$ cat src/rtl/update_sequencer.sv
// Upstream feeder for the arbitrage container: queues edge-weight updates in a FIFO
// and launches them one at a time, handshaking with container_reset/container_done.
module update_sequencer #(
  parameter int unsigned IDX_W   = 5,
  parameter int unsigned WT_W    = 32,
  parameter int unsigned NODES   = 32,
  parameter int unsigned DEPTH   = 16,
  parameter int unsigned TIMEOUT = 2**20
) (
  input  logic                     clk,
  input  logic                     reset_n,
  input  logic                     wr_valid,
  input  logic [IDX_W-1:0]         wr_src,
  input  logic [IDX_W-1:0]         wr_dst,
  input  logic [WT_W-1:0]          wr_e,
  output logic                     wr_ready,
  input  logic [IDX_W-1:0]         src_cfg,
  input  logic                     err_clr,
  input  logic                     container_done,
  output logic                     container_reset,
  output logic [IDX_W-1:0]         u_src,
  output logic [IDX_W-1:0]         u_dst,
  output logic [WT_W-1:0]          u_e,
  output logic [IDX_W-1:0]         src,
  output logic                     busy,
  output logic [$clog2(DEPTH):0]   fifo_count,
  output logic [15:0]              run_cnt,
  output logic                     bad_upd,
  output logic                     timeout_err
);

  localparam int unsigned PTR_W = $clog2(DEPTH);
  localparam int unsigned CNT_W = PTR_W + 1;
  localparam int unsigned ENT_W = 2 * IDX_W + WT_W;
  localparam int unsigned WD_W  = $clog2(TIMEOUT) + 1;

  typedef enum logic [1:0] {S_IDLE, S_LAUNCH, S_WAIT, S_RETIRE} state_e;

  state_e               state_q;
  logic [ENT_W-1:0]     mem_q [DEPTH];
  logic [PTR_W-1:0]     wr_ptr_q, rd_ptr_q;
  logic [CNT_W-1:0]     count_q, count_d;
  logic [WD_W-1:0]      wd_q;
  logic                 cr_q, busy_q, bad_q, tmo_q;
  logic [IDX_W-1:0]     u_src_q, u_dst_q, src_q;
  logic [WT_W-1:0]      u_e_q;
  logic [15:0]          run_cnt_q;

  logic upd_bad, push, pop, done_seen, tmo_hit;

  // Write acceptance and FIFO occupancy bookkeeping
  always_comb begin
    upd_bad   = (wr_src == wr_dst) || (32'(wr_src) >= NODES) || (32'(wr_dst) >= NODES);
    push      = wr_valid && wr_ready && !upd_bad;
    pop       = (state_q == S_LAUNCH);
    count_d   = count_q + CNT_W'(push) - CNT_W'(pop);
    // done still high in the pulse cycle is left over from the previous run
    done_seen = (state_q == S_WAIT) && container_done && !cr_q;
    tmo_hit   = (state_q == S_WAIT) && !done_seen && (wd_q == WD_W'(TIMEOUT - 1));
  end

  always_ff @(posedge clk) begin
    if (push) mem_q[wr_ptr_q] <= {wr_src, wr_dst, wr_e};
  end

  always_ff @(posedge clk or negedge reset_n) begin
    if (!reset_n) begin
      wr_ptr_q <= '0;
      rd_ptr_q <= '0;
      count_q  <= '0;
      bad_q    <= 1'b0;
      tmo_q    <= 1'b0;
    end else begin
      if (push) wr_ptr_q <= wr_ptr_q + PTR_W'(1);
      if (pop)  rd_ptr_q <= rd_ptr_q + PTR_W'(1);
      count_q <= count_d;
      bad_q   <= (wr_valid && wr_ready && upd_bad) || (bad_q && !err_clr);
      tmo_q   <= tmo_hit || (tmo_q && !err_clr);
    end
  end

  // Run sequencing: IDLE -> LAUNCH -> WAIT -> RETIRE
  always_ff @(posedge clk or negedge reset_n) begin
    if (!reset_n) begin
      state_q   <= S_IDLE;
      cr_q      <= 1'b0;
      busy_q    <= 1'b0;
      wd_q      <= '0;
      u_src_q   <= '0;
      u_dst_q   <= '0;
      u_e_q     <= '0;
      src_q     <= '0;
      run_cnt_q <= '0;
    end else begin
      unique case (state_q)
        S_IDLE: begin
          if (count_q != '0) state_q <= S_LAUNCH;
        end
        S_LAUNCH: begin
          {u_src_q, u_dst_q, u_e_q} <= mem_q[rd_ptr_q];
          src_q   <= src_cfg;
          cr_q    <= 1'b1;
          busy_q  <= 1'b1;
          wd_q    <= '0;
          state_q <= S_WAIT;
        end
        S_WAIT: begin
          cr_q <= 1'b0;
          wd_q <= wd_q + WD_W'(1);
          if (done_seen || tmo_hit) state_q <= S_RETIRE;
        end
        S_RETIRE: begin
          run_cnt_q <= run_cnt_q + 16'd1;
          busy_q    <= 1'b0;
          state_q   <= S_IDLE;
        end
        default: state_q <= S_IDLE;
      endcase
    end
  end

  assign wr_ready        = (count_q != CNT_W'(DEPTH));
  assign fifo_count      = count_q;
  assign container_reset = cr_q;
  assign u_src           = u_src_q;
  assign u_dst           = u_dst_q;
  assign u_e             = u_e_q;
  assign src             = src_q;
  assign busy            = busy_q;
  assign run_cnt         = run_cnt_q;
  assign bad_upd         = bad_q;
  assign timeout_err     = tmo_q;

endmodule

$ cat config.mk
export PLATFORM = sky130hd
export DESIGN_NAME = update_sequencer
export DESIGN_NICKNAME = d
export VERILOG_FILES = /design/src/rtl/update_sequencer.sv
export SDC_FILE = /design/constraint.sdc
export NUM_CORES = 1
export LEC_CHECK = 0
export CAP_MARGIN = 20
export CORE_UTILIZATION = 49
export CTS_CLUSTER_DIAMETER = 100
export DETAILED_ROUTE_END_ITERATION = 16
export GPL_ROUTABILITY_DRIVEN = 0
export PLACE_DENSITY = 0.71
export SKIP_CTS_REPAIR_TIMING = 1
export SYNTH_ARGS = -nofsm -noshare
export SYNTH_HDL_FRONTEND = slang
export SYNTH_SLANG_ARGS = --single-unit
$ cat constraint.sdc
create_clock -name clk -period 3.28 [get_ports clk]
set_clock_uncertainty 0.2 [all_clocks]
set_input_delay 0.656 -clock clk [delete_from_list [all_inputs] [get_ports clk]]
set_output_delay 0.656 -clock clk [all_outputs]
set_load 0.01 [all_outputs]
==> out/qor.csv <==
metric,value,unit
status,finished with violations,
failing checks,DRC,
Worst VDD drop,0.000458,V
max_cap viols,0,
Syn Inst Count,1472,
final wirelength,64300,um
overflow left after global routing,0,
Antenna Nets Post-Route,0,
critical path type,in -> reg,
Hold Crit Depth,1,
Die ar.,62000,um^2
initial antenna violation count,1,
first-pass GRT wire length,98000,um
"EDFF count, synth",672,
Worst-Margin Slew,709,ps
Detailed Route Iter0 Violations,1262,
pwr dens,854,nW/um^2
DP Worst Slack,-620,ps
core area,60400,um^2
Die W,249,um
Clock Latency Late Sink,610,ps
Tcrit/Tclk final,93.9,%
layout filler cell count,4351,
Worst Path Max Fanout,2,
antenna fix cells,0,
CP Capture Type,register,
Root Buffer,clkbuf_16,
HPWL Detailed,38900,um
largest net degree at the start of global routing,58,
port buffer count,124,
htree depth,3,
clock share of power,28.0,%
gr usage total,21.2,%
Critical Path RT,3600,ps
NumNets Final,1750,
Finished Core Util,58.4,%
clock buffer depth,3,
FF-to-FF setup slack,320,ps
Synth Area per Inst,20.3,um^2
# IOs,125,
Starting Density,49.5,%
xor and xnor area share after synthesis,1.11,%
CTS buffer count,77,
fmax,325,MHz
Main synth FF type,edfxtp_1,
DR pass1 iterations,10,
Hold Crit Start,run_cnt[15],
post-synthesis compound-gate area fraction,3.60,%
main combinational cell family by area after synthesis,multiplexers,
FF-to-FF path depth,15,
crit path DAT,3400,ps
multiplexer share of the synthesized area,14.4,%
Int Power,21.2,mW
final setup fails,0,
num rows,90,
sequential share of power,42.9,%
fin worst setup slack,200,ps
CP startpoint,wr_src[4],
worst reg2reg endpoint,fifo_count[4],
Post-Synthesis Cell Area,29900,um^2
Leak,11.8,nW
clock slew at reported path FFs,60,ps
DRC,1,
max-slew violations,0,
Hold EP,run_cnt[15],
Sw Ratio,29.6,%
unrepaired setup endpoints after global routing,false,
WL/cell,25.5,um
TritonCTS clock tree,yes,
worst r2r src,fifo_count[3],
Post-synth ARST share,13.3,%
sequential share of the synthesized area,76.1,%
layout cells sized above 1,23.6,%
Netlist cell types,50,
die height,249,um
Via density,5.95,
Synth Area in Simple Gates,2.34,%
Syn-to-layout area delta,18.0,%
relative slew slack,52.6,%
Syn Nets,1543,
Hold WC Path Type,reg -> reg,
Vias,15000,
Yosys reg bits,775,
combinational share of power,29.1,%
Switch Pwr,8.93,mW
Startpoint Class,primary input,
Final Hold Fails,0,
"Warnings, synthesis",0,
Synth Area in Adders,0.821,%
number of global-route vias before repair,15600,
clock sink count,775,
final worst path period need,3080,ps
## layout make-up
cell class / count / area [um^2] / area share (%)
timing repair buffer: 205 / 2310 / 6.56
tap: 782 / 978 / 2.77
clock inverter: 40 / 314 / 0.890
clock buffer: 100 / 2120 / 6.00
multi-input combinational: 597 / 6700 / 19.0
sequential: 775 / 22800 / 64.5
inverter: 23 / 86.3 / 0.245
## per-layer routing
metal	wire, um	part of all wire [%]	track usage, %	vias up
li1	-	-	-	6482
met1	26800	42	29.2	7940
met2	32400	50	35.1	500
met3	3840	6.0	3.44	89
met4	1350	2.1	6.18	2
met5	14	0.022	0	-
## worst max path at each step
stage	slack (ps)	end	cells past startpoint
finish	200	fifo_count[4]	15
global route	20	fifo_count[4]	15
CTS	4	fifo_count[4]	15
detailed placement	-620	fifo_count[4]	15
global placement	-560	fifo_count[4]	15
floorplan	110	mem_q[10][0]	7
## logic make-up (layout without fill, tap and decap cells)
group           after synthesis  in the layout
flops                       775            775
mux                         240            240
compound gates              174            174
simple gates                126            126
buf+inv                     100            368
xor+xnor                     38             38
fa+ha+maj                    19             19
## registers in the layout, summed over array words and instances, names as in the netlist
signal           flops
wr_ptr_q             4
container_reset      1
fifo_count           5
timeout_err          1
u_e                 32
src                  5
u_src                5
bad_upd              1
mem_q              672
rd_ptr_q             4
run_cnt             16
state_q              2
busy                 1
wd_q                21
u_dst                5
## layout by cell type (no fill, tap or decap), drive strengths merged, types with 10 or more instances in the layout
| cell type | instances |
|---|---|
| a21oi | 45 |
| a31oi | 11 |
| and3 | 16 |
| buf | 81 |
| clkbuf | 100 |
| clkdlybuf4s50 | 122 |
| clkinv | 29 |
| dfrtp | 103 |
| edfxtp | 672 |
| ha | 18 |
| inv | 27 |
| mux2 | 40 |
| mux2i | 52 |
| mux4 | 148 |
| nand2 | 21 |
| nand3 | 16 |
| nor2 | 19 |
| o22ai | 86 |
| o32ai | 10 |
| xnor2 | 20 |
| xor2 | 18 |
## through the flow
step                      total power [mW]  hold WS [ps]  TNS, ps  std cells  cell area [um^2]
final                                 30.1           274        0       2522             35300
after global routing                  31.4           290        0       2522             35300
after CTS                             30.4          -142        0       2521             35300
after detailed placement              22.0           272    -1640       2381             32800
after global placement                21.7           264    -1510       2381             32800
after floorplan                       18.5           160        0       1472             29900
## Yosys cell counts (8+ instances only)
cell type / number / area share (%)
edfxtp_1: 672 / 68
mux4_2: 148 / 11
dfrtp_1: 103 / 8.6
o22ai_1: 86 / 1.8
mux2i_1: 52 / 1.7
a21oi_1: 45 / 0.75
clkbuf_1: 43 / 0.54
mux2_2: 40 / 1.5
inv_1: 23 / 0.29
nand2_1: 20 / 0.25
xnor2_1: 20 / 0.59
nor2_1: 19 / 0.24
ha_1: 18 / 0.75
xor2_1: 18 / 0.53
and3_1: 16 / 0.33
nand3_1: 15 / 0.25
buf_4: 14 / 0.35
a31oi_1: 11 / 0.23
buf_2: 11 / 0.18
o32ai_1: 10 / 0.29
nand4_1: 8 / 0.17
## worst max-delay path: stages
cell and delay [ps]:
clkdlybuf4s50_1 390, buf_4 180, xor2_1 160, nor3_2 300, a21oi_1 160, inv_1 130
ha_1 240, inv_1 60, ha_1 150, inv_1 60, fa_1 430, inv_1 70
a21oi_1 60, o21bai_1 170, xnor2_1 150
## power by group through the flow
stage	clock (mW)	sequential [mW]	combinational, mW
after floorplan	0	12.8	5.76
after global placement	0	13.1	8.67
after detailed placement	0	13.1	8.82
after CTS	8.60	13.0	8.88
after global routing	8.97	13.1	9.39
final	8.45	12.9	8.75
Power figures use the tool's default switching activity.
